==> config.mk <==
export PLATFORM = sky130hd
export DESIGN_NAME = pupil_locator_flat
export DESIGN_NICKNAME = d
export VERILOG_FILES = /design/src/rtl/pupil_locator_pkg.sv /design/src/rtl/pupil_locator_if.sv /design/src/rtl/pupil_locator_raster_addr_gen.sv /design/src/rtl/pupil_locator.sv /design/src/flat_wrapper.sv
export SDC_FILE = /design/constraint.sdc
export NUM_CORES = 1
export LEC_CHECK = 0
export CAP_MARGIN = 15
export CORE_MARGIN = 1
export CORE_UTILIZATION = 25
export DETAILED_ROUTE_END_ITERATION = 12
export PLACE_DENSITY = 0.39
export RECOVER_POWER = 25
export SYNTH_ARGS = -nofsm -noshare
export SYNTH_HDL_FRONTEND = slang
export SYNTH_HIERARCHICAL = 1
export SYNTH_SLANG_ARGS = --single-unit
==> constraint.sdc <==
create_clock -name iCLK -period 3.6 [get_ports iCLK]
set_input_delay 0.54 -clock iCLK [delete_from_list [all_inputs] [get_ports iCLK]]
set_output_delay 0.54 -clock iCLK [all_outputs]
set_load 0.005 [all_outputs]
==> src/rtl/pupil_locator_pkg.sv <==
// Shared capture-window geometry and scan FSM encoding for the pupil locator.
// The frame-capture stage uses the same window size and addressing.
package pupil_locator_pkg;

    localparam int H_RES      = 160;
    localparam int V_RES      = 120;
    localparam int DATA_W     = 10;
    localparam int ADDR_W     = 15;
    localparam int COORD_W    = 8;
    localparam int MIN_PIXELS = 16;

    typedef enum logic [1:0] {
        IDLE   = 2'd0,
        SCAN   = 2'd1,
        DRAIN  = 2'd2,
        FINISH = 2'd3
    } state_t;

endpackage

==> src/rtl/pupil_locator_if.sv <==
// Frame RAM read port: address out, data back one cycle later.
interface pupil_locator_if #(
    parameter int ADDR_W = pupil_locator_pkg::ADDR_W,
    parameter int DATA_W = pupil_locator_pkg::DATA_W
);
    logic [ADDR_W-1:0] addr;
    logic [DATA_W-1:0] data;

    modport master (output addr, input data);
    modport slave  (input addr, output data);
endinterface

==> src/rtl/pupil_locator_raster_addr_gen.sv <==
// Raster-order x/y/address counters for one H_RES x V_RES frame scan.
module raster_addr_gen #(
    parameter int H_RES   = 160,
    parameter int V_RES   = 120,
    parameter int ADDR_W  = 15,
    parameter int COORD_W = 8
) (
    input  logic               clk,
    input  logic               rst_n,
    input  logic               clear,
    input  logic               advance,
    output logic [COORD_W-1:0] x,
    output logic [COORD_W-1:0] y,
    output logic [ADDR_W-1:0]  addr,
    output logic               last
);
    logic x_wrap;

    assign x_wrap = (x == COORD_W'(H_RES - 1));
    assign last   = x_wrap && (y == COORD_W'(V_RES - 1));

    always_ff @(posedge clk or negedge rst_n) begin
        if (!rst_n) begin
            x    <= '0;
            y    <= '0;
            addr <= '0;
        end else if (clear) begin
            x    <= '0;
            y    <= '0;
            addr <= '0;
        end else if (advance) begin
            addr <= addr + ADDR_W'(1);
            if (x_wrap) begin
                x <= '0;
                y <= y + COORD_W'(1);
            end else begin
                x <= x + COORD_W'(1);
            end
        end
    end

endmodule

==> src/rtl/pupil_locator.sv <==
// Single-pass raster scan of the frame RAM: thresholds each pixel, tracks the
// dark-pixel bounding box and count, and reports the box centre as the pupil.
module pupil_locator
    import pupil_locator_pkg::*;
#(
    parameter int H_RES      = pupil_locator_pkg::H_RES,
    parameter int V_RES      = pupil_locator_pkg::V_RES,
    parameter int DATA_W     = pupil_locator_pkg::DATA_W,
    parameter int ADDR_W     = pupil_locator_pkg::ADDR_W,
    parameter int COORD_W    = pupil_locator_pkg::COORD_W,
    parameter int MIN_PIXELS = pupil_locator_pkg::MIN_PIXELS
) (
    input  logic               iCLK,
    input  logic               iRST_N,
    input  logic               iStart,
    input  logic [DATA_W-1:0]  iThreshold,
    pupil_locator_if.master    mem,
    output logic               oBusy,
    output logic               oDone,
    output logic               oFound,
    output logic [COORD_W-1:0] oCenterX,
    output logic [COORD_W-1:0] oCenterY,
    output logic [ADDR_W-1:0]  oPixelCount
);
    state_t state, state_next;

    logic               start, advance, last;
    logic [COORD_W-1:0] x, y, x_d, y_d;
    logic               pix_valid, dark, found;
    logic [DATA_W-1:0]  threshold;
    logic [ADDR_W-1:0]  count;
    logic [COORD_W-1:0] min_x, max_x, min_y, max_y;
    logic [COORD_W:0]   sum_x, sum_y;

    assign start   = (state == IDLE) && iStart;
    assign advance = (state == SCAN) && !last;
    assign dark    = pix_valid && (mem.data <= threshold);
    assign found   = (count >= ADDR_W'(MIN_PIXELS));
    assign sum_x   = {1'b0, min_x} + {1'b0, max_x};
    assign sum_y   = {1'b0, min_y} + {1'b0, max_y};

    raster_addr_gen #(
        .H_RES   (H_RES),
        .V_RES   (V_RES),
        .ADDR_W  (ADDR_W),
        .COORD_W (COORD_W)
    ) u_addr_gen (
        .clk     (iCLK),
        .rst_n   (iRST_N),
        .clear   (start),
        .advance (advance),
        .x       (x),
        .y       (y),
        .addr    (mem.addr),
        .last    (last)
    );

    always_ff @(posedge iCLK or negedge iRST_N) begin
        if (!iRST_N) state <= IDLE;
        else         state <= state_next;
    end

    always_comb begin
        state_next = state;
        case (state)
            IDLE:    if (iStart) state_next = SCAN;
            SCAN:    if (last) state_next = DRAIN;
            DRAIN:   state_next = FINISH;
            FINISH:  state_next = IDLE;
            default: state_next = IDLE;
        endcase
    end

    // x_d/y_d/pix_valid line up with iMemData, which lags the address by one cycle.
    always_ff @(posedge iCLK or negedge iRST_N) begin
        if (!iRST_N) begin
            pix_valid <= 1'b0;
            x_d       <= '0;
            y_d       <= '0;
            threshold <= '0;
            count     <= '0;
            min_x     <= '1;
            min_y     <= '1;
            max_x     <= '0;
            max_y     <= '0;
        end else begin
            pix_valid <= (state == SCAN);
            x_d       <= x;
            y_d       <= y;
            if (start) begin
                threshold <= iThreshold;
                count     <= '0;
                min_x     <= '1;
                min_y     <= '1;
                max_x     <= '0;
                max_y     <= '0;
            end else if (dark) begin
                if (count != '1) count <= count + ADDR_W'(1);
                if (x_d < min_x) min_x <= x_d;
                if (x_d > max_x) max_x <= x_d;
                if (y_d < min_y) min_y <= y_d;
                if (y_d > max_y) max_y <= y_d;
            end
        end
    end

    // Results load as FINISH is left, so oDone/oBusy share the cycle after FINISH.
    always_ff @(posedge iCLK or negedge iRST_N) begin
        if (!iRST_N) begin
            oBusy       <= 1'b0;
            oDone       <= 1'b0;
            oFound      <= 1'b0;
            oCenterX    <= '0;
            oCenterY    <= '0;
            oPixelCount <= '0;
        end else begin
            oBusy <= (state == IDLE) ? iStart : 1'b1;
            oDone <= (state == FINISH);
            if (state == FINISH) begin
                oFound      <= found;
                oPixelCount <= count;
                oCenterX    <= found ? sum_x[COORD_W:1] : '0;
                oCenterY    <= found ? sum_y[COORD_W:1] : '0;
            end
        end
    end

endmodule

==> src/flat_wrapper.sv <==
// flat-port wrapper written by rule: the top's interface ports become plain ports
module pupil_locator_flat import pupil_locator_pkg::*;
#(
    parameter int H_RES      = pupil_locator_pkg::H_RES,
    parameter int V_RES      = pupil_locator_pkg::V_RES,
    parameter int DATA_W     = pupil_locator_pkg::DATA_W,
    parameter int ADDR_W     = pupil_locator_pkg::ADDR_W,
    parameter int COORD_W    = pupil_locator_pkg::COORD_W,
    parameter int MIN_PIXELS = pupil_locator_pkg::MIN_PIXELS
)
  (iCLK, iRST_N, iStart, iThreshold, oBusy, oDone, oFound, oCenterX, oCenterY, oPixelCount, mem_addr, mem_data);
  pupil_locator_if #(.ADDR_W(ADDR_W), .DATA_W(DATA_W)) mem_i ();
  input  logic iCLK;
  input  logic iRST_N;
  input  logic iStart;
  input  logic [DATA_W-1:0] iThreshold;
  output logic oBusy;
  output logic oDone;
  output logic oFound;
  output logic [COORD_W-1:0] oCenterX;
  output logic [COORD_W-1:0] oCenterY;
  output logic [ADDR_W-1:0] oPixelCount;
  output wire logic [$bits(mem_i.addr)-1:0] mem_addr;
  input wire logic [$bits(mem_i.data)-1:0] mem_data;
  assign mem_addr = mem_i.addr;
  assign mem_i.data = mem_data;
  pupil_locator #(.H_RES(H_RES), .V_RES(V_RES), .DATA_W(DATA_W), .ADDR_W(ADDR_W), .COORD_W(COORD_W), .MIN_PIXELS(MIN_PIXELS)) u_core (.iCLK(iCLK), .iRST_N(iRST_N), .iStart(iStart), .iThreshold(iThreshold), .mem(mem_i), .oBusy(oBusy), .oDone(oDone), .oFound(oFound), .oCenterX(oCenterX), .oCenterY(oCenterY), .oPixelCount(oPixelCount));
endmodule
## After elaboration in Yosys (flattened, before gate mapping)

Cells that the tools add are included.

| operators by class | value |
|---|---|
| equality and inequality tests | 8 |
| magnitude comparators | 6 |
| $add $sub $neg | 6 |
| reduce and logical (&&, ||, !) cells | 21 |
| $mul | 0 |
| bitwise gates (word level) | 0 |
| shift-type cells | 0 |
| divide/modulo/power cells | 0 |
| multiplexer cells | 29 |

Operators by type and width:

| kind | number |
|---|---|
| $mux W8 | 20 |
| $mux W15 | 5 |
| $add A15 B1 Y15 const B | 2 |
| $add A8 B8 Y9 | 2 |
| $add A8 B1 Y8 const B | 2 |
| $gt A8 B8 Y1 | 2 |
| $lt A8 B8 Y1 | 2 |
| $reduce_bool A2 Y1 | 8 |
| $ge A15 B5 Y1 const B | 1 |
| $ne A15 B15 Y1 const B | 1 |
| $reduce_and A2 Y1 | 7 |
| $le A10 B10 Y1 | 1 |
| $eq A8 B7 Y1 const B | 1 |
| $eq A8 B8 Y1 const B | 1 |
| $pmux W2 S4 | 1 |
| $eq A2 B2 Y1 const B | 2 |
| $logic_and A1 B1 Y1 | 4 |
| $mux W2 | 2 |
| $eq A2 B1 Y1 const B | 1 |
| $logic_not A2 Y1 | 1 |
| $ne A2 B1 Y1 const B | 1 |
| $ne A2 B2 Y1 const B | 1 |
| $logic_not A1 Y1 | 1 |
| $mux W1 | 1 |

| word-level totals | value |
|---|---|
| output and inout port bits | 49 |
| flip-flop bits (word level) | 141 |
| latch bits | 0 |
| memories kept | 0 |
| RAM bits | 0 |
| word-level logic and storage cells | 89 |
| memory bits (read-only) | 0 |
| input port bits | 23 |

## Depth between registers and ports, before layout

Gate-level depths: netlist of the first run.

| logic depth | value |
|---|---|
| word-level depth | 6 |
| depth in mapped cells | 11 |
| gate-level depth less buffers | 9 |

## By module

Netlist of the first run, hierarchy kept.

By module, submodules not included:

| module | cells an instance | seq. area each (um2) | instances | area an instance (um2) |
|---|---|---|---|---|
| pupil_locator | 595 | 2772.7 | 1 | 5954.5 |
| raster_addr_gen | 165 | 775.7 | 1 | 1585.3 |

## Worst setup path after synthesis of the first run

OpenSTA, ideal clock, no wires.

| timing path | value |
|---|---|
| kind | input to register |
| start point | input port mem_data[8] |
| end point | register u_core.count[11] |
| buffers on the path | 1 |
| stages on the path | 8 |
| required time | 3480 ps |
| arrival | 2451 ps |
| library setup time | 120 ps |
| slack | 1029 ps |
| cell sequence | ha_1 -> a21o_1 -> a21oi_2 -> or4b_1 -> buf_2 -> a2111oi_4 -> a31oi_1 -> a41o_1 |

| between the ends | value |
|---|---|
| longest elaborated chain between the ends | 4 |

Ends and longest elaborated chain:

| element | line | text |
|---|---|---|
| from (decl) | flat_wrapper.sv:24 | `input wire logic [$bits(mem_i.data)-1:0] mem_data;` |
| $le A10 B10 Y1 | pupil_locator.sv:37 | `assign dark = pix_valid && (mem.data <= threshold);` |
| $logic_and A1 B1 Y1 | pupil_locator.sv:37 |  |
| $reduce_bool A2 Y1 (no line) | n/a |  |
| $reduce_and A2 Y1 (no line) | n/a |  |
| to (signal assigned) | pupil_locator.sv:98 | `if (count != '1) count <= count + ADDR_W'(1);` |
| to (decl) | pupil_locator.sv:31 | `logic [ADDR_W-1:0] count;` |

Every way passes these cells.
A chain may end at the register's enable or synchronous reset.

## Worst setup path in the final report of the first run

| timing path | value |
|---|---|
| start point | input port mem_data[8] |
| end point | register u_core.max_y[0] |

| between the ends | value |
|---|---|
| longest elaborated chain between the ends | 4 |

Ends and longest elaborated chain:

| element | line | text |
|---|---|---|
| $le A10 B10 Y1 | pupil_locator.sv:37 |  |
| $logic_and A1 B1 Y1 | pupil_locator.sv:37 |  |
| $reduce_bool A2 Y1 (no line) | n/a |  |
| $reduce_and A2 Y1 (no line) | n/a |  |
| to (signal assigned) | pupil_locator.sv:102 | `if (y_d > max_y) max_y <= y_d;` |
| to (decl) | pupil_locator.sv:32 | `logic [COORD_W-1:0] min_x, max_x, min_y, max_y;` |

Every way passes these cells.

==> impl_metrics.py, run 1 <==
metrics = {
    "die": {
        "io_pins": 72,
        "std_cell_rows": 63,
        "dieArea_um2": 30900,
        "core-area_um2": 29600,
        "start_util_pct": 25.4,
        "die_x_um": 176,
        "dieHeight_um": 176,
    },
    "global_routing": {
        "first_global_vias": 5838,
        "grt_usage_pct": 13.2,
        "overflow": 0,
        "antenna_found_initial": 0,
        "grt_max_degree": 64,
        "grt_pass1_wl_um": 32000,
    },
    "worst_hold_path": {
        "min_path_cells": 0,
        "min_path_type": "flip-flop to flip-flop",
        "hold_start": "u_core/u_addr_gen/y[7]",
        "holdPathEnd": "u_core/y_d[7]",
    },
    "detailed_routing": {
        "via_per_inst": 4.57,
        "via_count": 5664,
        "post_drt_wl_per_cell_um": 15.3,
        "wirelength_um": 18900,
        "dr.pass1.iters": 6,
        "first_iter_violations": 299,
        "ant_nets": 0,
        "route.detailed.drc": 0,
    },
    "clock_network": {
        "hold_buffers": 0,
        "cts_buffers": 17,
        "cts_tree": "yes",
        "clock_sinks": 141,
        "clock_path_buffers": 2,
        "cts_resized": 0,
        "htree_num_levels": 4,
        "cts-root-buf": "clkbuf_16",
        "path_clk_slew_ps": 60,
        "cts_setup_buffers": 0,
        "clk-insertion-delay-late_ps": 420,
    },
    "critical_path": {
        "critPathLaunchType": "primary input",
        "critical_path_class": "primary input to flip-flop",
        "timing.rr.start": "u_core/threshold[8]",
        "r2r_slack_ps": 950,
        "endpoint_kind": "flip-flop",
        "worstPathMaxFanout": 25,
        "r2r_end": "u_core/max_y[0]",
        "worst-r2r-cell-count": 9,
        "arrival_ps": 3120,
        "cp.required_ps": 3880,
    },
    "power_and_ir_drop": {
        "ir_drop_mv": 0.265,
        "p_leak_nw": 4.09,
        "clkPwrFrac_pct": 29.8,
        "intPower_w": 0.00362,
        "p_sw_share_pct": 36.4,
        "power_frac_seq_pct": 37.7,
        "power.density_nw_per_um2": 612,
        "p_switching_w": 0.00207,
        "p_comb_share_pct": 32.5,
    },
    "timing": {
        "tightest_slew_ps": 2680,
        "period_needed_ps": 2830,
        "slew_headroom_pct": -78.6,
        "fmax_mhz": 353,
        "hold_viol": 0,
        "grt_setup_unrepaired": "false",
        "setup_violations": 0,
        "final_max_slew_viol_count": 56,
        "finalSetupTns_ps": 0,
        "skew_ps": 13.4,
        "timing.final.crit_share_pct": 78.7,
    },
    "run": {
        "drv_cap": 1,
    },
    "logic_synthesis": {
        "syn-num-nets": 849,
        "synth_seq_cells": 141,
        "yosysSeqAreaShare_pct": 47.1,
        "synthArstFlopShare_pct": 100,
        "ys_warn_count": 6,
        "syn_inst": 760,
        "synth_edf_count": 0,
        "synth_flop_cell": "dfrtp_1",
        "syn_area_um2": 7540,
        "synthDistinctLibCells": 53,
        "syn_area_per_cell_um2": 9.92,
    },
    "place": {
        "dp_hpwl_um": 13300,
        "portBuffers": 71,
        "place_congestion": 0.756,
    },
    "layout": {
        "final_common_cell": "dfrtp_1",
        "final_layout_size_suffix_gt1_share_pct": 10.5,
        "final_nets": 925,
        "syn2layout_area_growth_pct": 23.3,
        "layout_common_cells": "dfrtp_1 (125), clkdlybuf4s50_1 (70), inv_1 (68), nand3_1 (68), ha_1 (64)",
        "fin_util_pct": 31.4,
        "n_antenna_cell": 0,
    },
    "run_status": {
        "status": "finished with violations",
        "violations": "capacitance limit, slew limit",
    },
}
-- critical path, stage by stage --
cell	delay [ps]
clkdlybuf4s50_1	410
ha_1	330
a21o_1	180
a21oi_2	140
or4b_1	600
and2_1	340
buf_4	280
o21ai_0	210
a21oi_1	90
-- metrics by stage --
stage	setup slack [ps]	power, W	instance area (um2)	instances	hold WS (ps)
2_1_floorplan	1030	0.00338	7540	760	244
5_1_grt	322	0.00613	9300	1239	436
6_report	767	0.00569	9300	1239	426
4_1_cts	782	0.00579	9300	1239	95.8
3_3_place_gp	394	0.00405	8740	1207	408
3_5_place_dp	357	0.00404	8740	1207	408
-- state kept, by name, indices dropped and copies added (netlist names), 10 cells and up --
register                cells
u_core/oPixelCount         15
u_core/u_addr_gen/addr     15
u_core/threshold           10
u_core/count               15
-- worst max path at each step --
stage                startpoint          endpoint  slack, ps  cells past startpoint
floorplan           mem_data[8]  u_core/count[11]       1030                      8
global placement    mem_data[8]   u_core/max_y[2]        390                      9
detailed placement  mem_data[8]   u_core/max_y[0]        360                      9
CTS                 mem_data[8]   u_core/max_y[0]        780                      9
global route             iRST_N   u_core/min_x[2]        320                      2
finish              mem_data[8]   u_core/max_y[0]        770                      9
-- kinds of logic after synthesis --
logic type / synth area share (%)
xor+xnor: 2.90
compound gates: 14.8
fa+ha+maj: 11.2
flops: 47.1
buf+inv: 5.08
simple gates: 16.1
mux: 2.92
-- per-layer routing --
metal / GRT usage, % / wire [um] / vias up
li1: - / - / 2868
met1: 19.2 / 10100 / 2687
met2: 19.3 / 7950 / 96
met3: 2.66 / 692 / 13
met4: 4.20 / 220 / 0
met5: 0 / 0 / -
-- synthesized netlist by cell type (all sizes together) (4+ instances only) --
master / number / area, um2
o31ai: 12 / 90.1
dfstp: 16 / 420
nor4: 8 / 50.1
xor2: 9 / 78.8
a21o: 10 / 75.1
and3: 5 / 31.3
inv: 69 / 259
a21oi: 44 / 224
nand2b: 10 / 62.6
o21a: 11 / 82.6
mux2i: 4 / 40.0
or3: 11 / 68.8
nand4: 19 / 131
a211oi: 5 / 37.5
o211ai: 4 / 30.0
clkbuf: 20 / 75.1
dfrtp: 125 / 3130
o32ai: 6 / 52.6
xnor2: 16 / 140
nor2b: 6 / 37.5
o22ai: 9 / 56.3
nand3: 68 / 340
ha: 64 / 801
mux2: 16 / 180
buf: 8 / 48.8
o31a: 4 / 35.0
a31oi: 4 / 25.0
nor2: 39 / 146
nor3: 14 / 70.1
nand2: 41 / 154
o21ai: 56 / 280
-- area by class of cell --
type,count,area [um2]
clock buffers,20,447
clock inverters,12,115
fillers,3109,20300
inverters,69,259
multi-input cells,522,3620
flip-flops and latches,141,3550
well taps,390,488
repair buffers,85,827
-- power groups by stage --
| stage | clock network, W | registers, W | logic [W] |
|---|---|---|---|
| after floorplan | 0 | 0.00209 | 0.00129 |
| after global placement | 0 | 0.00218 | 0.00186 |
| after detailed placement | 0 | 0.00218 | 0.00187 |
| after CTS | 0.00175 | 0.00215 | 0.00188 |
| after global routing | 0.00182 | 0.00219 | 0.00212 |
| final | 0.00169 | 0.00215 | 0.00185 |
Power figures use the tool's default switching activity.
==> run 2: changes to the inputs <==
Clock period 3.6 ns to 2.95 ns, I/O delays scaled along.
==> impl_metrics.py, run 2 (same netlist as run 1, synthesis figures left out) <==
metrics = {
    "run_status": {
        "status": "finished, final reports clean",
    },
    "clock_network": {
        "cts_buffers": 17,
        "htree_num_levels": 4,
        "hold_buffers": 1,
        "cts_setup_buffers": 0,
        "path_clk_slew_ps": 60,
        "cts-root-buf": "clkbuf_16",
        "cts_tree": "yes",
        "clk-insertion-delay-late_ps": 430,
        "clock_sinks": 141,
        "clock_path_buffers": 2,
        "cts_resized": 0,
    },
    "place": {
        "dp_hpwl_um": 13300,
        "dpl_cell_area_um2": 8840,
        "portBuffers": 71,
        "place_congestion": 0.741,
    },
    "critical_path": {
        "arrival_ps": 2990,
        "worstPathMaxFanout": 24,
        "cp.required_ps": 3230,
        "endpoint_kind": "flip-flop",
        "worst-r2r-cell-count": 9,
        "critical_path_class": "primary input to flip-flop",
        "critPathLaunchType": "primary input",
    },
    "die": {
        "std_cell_rows": 63,
        "start_util_pct": 25.4,
        "core-area_um2": 29600,
        "io_pins": 72,
        "dieArea_um2": 30900,
        "dieHeight_um": 176,
        "die_x_um": 176,
    },
    "detailed_routing": {
        "via_count": 5696,
        "first_iter_violations": 404,
        "wl_met2_um": 8030,
        "wirelength_um": 19100,
        "post_drt_wl_per_cell_um": 15.3,
        "top_layer_used": "met4",
        "wl_met1_um": 10200,
        "ant_nets": 0,
        "via_per_inst": 4.56,
        "route.detailed.drc": 0,
        "wl_met3_um": 656,
        "dr.pass1.iters": 4,
    },
    "timing": {
        "setup_violations": 0,
        "slew_headroom_pct": 13.2,
        "period_needed_ps": 2710,
        "tightest_slew_ps": 1300,
        "final_max_slew_viol_count": 0,
        "grt_setup_unrepaired": "false",
        "timing.final.crit_share_pct": 91.8,
        "hold_viol": 0,
        "skew_ps": 10.7,
        "fmax_mhz": 369,
    },
    "layout": {
        "top_regs": "u_core/count x15, u_core/oPixelCount x15, u_core/u_addr_gen/addr x15",
        "layout_common_cells": "dfrtp_1 (125), clkdlybuf4s50_1 (70), inv_1 (68), nand3_1 (68), ha_1 (64)",
        "final_common_cell": "dfrtp_1",
        "final_nets": 934,
        "syn2layout_area_growth_pct": 25.2,
        "finalInstanceArea_um2": 9440,
        "n_antenna_cell": 0,
        "final_layout_size_suffix_gt1_share_pct": 11.5,
    },
    "global_routing": {
        "grt_usage_pct": 13.3,
        "first_global_vias": 5862,
        "grt_pass1_wl_um": 32200,
        "overflow": 0,
        "grt_max_degree": 75,
        "antenna_found_initial": 0,
    },
    "power_and_ir_drop": {
        "power.density_nw_per_um2": 760,
        "ir_drop_mv": 0.345,
        "p_leak_nw": 4.18,
        "p_total_w": 0.00717,
    },
    "worst_hold_path": {
        "min_path_cells": 0,
        "min_path_type": "flip-flop to flip-flop",
    },
    "run": {
        "drv_cap": 0,
    },
}
==> run 2: cell type report <==
type                       instances  area [um2]
inverter                          69         259
clock inverter                    13         151
tap                              390         488
timing repair buffer              94         925
sequential                       141        3550
fill                            3136       20200
multi-input combinational        522        3620
clock buffer                      19         453
==> run 2: path summary, 6_finish.rpt <==
check | startpoint | end | slack (ps)
max | mem_data[8] | u_core/max_y[2] | 240
min | u_core/u_addr_gen/y[7] | u_core/y_d[7] | 430
min reg2reg | u_core/u_addr_gen/y[7] | u_core/y_d[7] | 430
max reg2reg | u_core/threshold[8] | u_core/max_y[2] | 320
min in group asynchronous | iRST_N | u_core/threshold[7] | 830
max in group asynchronous | iRST_N | u_core/max_y[2] | 830
==> run 2: where the power goes <==
| group | switching (W) | total [W] | internal, W | leakage [nW] |
|---|---|---|---|---|
| combinational | 0.00136 | 0.00233 | 0.000971 | 2.02 |
| clock | 0.000899 | 0.00221 | 0.00131 | 0.284 |
| sequential | 0.000302 | 0.00264 | 0.00234 | 1.88 |
==> run 2: worst max-delay path, cell delays in order <==
cell	delay (ps)
clkdlybuf4s50_1	410
ha_1	320
a21o_1	180
a21oi_2	140
or4b_1	590
and2_1	340
buf_4	290
o21ai_0	180
a21oi_1	90
==> run 2: per-layer routing <==
metal	up-vias	track usage [%]
met1	2699	19.4
met2	84	19.6
met3	15	2.81
li1	2898	-
met5	-	0
met4	0	3.48
==> run 2: through the flow <==
| stage | setup TNS, ps | hold slack, ps | util [%] | worst slack (ps) | instances |
|---|---|---|---|---|---|
| floorplan | 0 | 147 | - | 477 | 760 |
| global placement | -4550 | 413 | 29.8 | -175 | 1215 |
| detailed placement | -4910 | 413 | 29.8 | -178 | 1215 |
| CTS | 0 | 428 | 31.9 | 261 | 1248 |
| global route | 0 | 448 | 31.9 | 55.0 | 1248 |
| finish | 0 | 426 | 31.9 | 242 | 1248 |
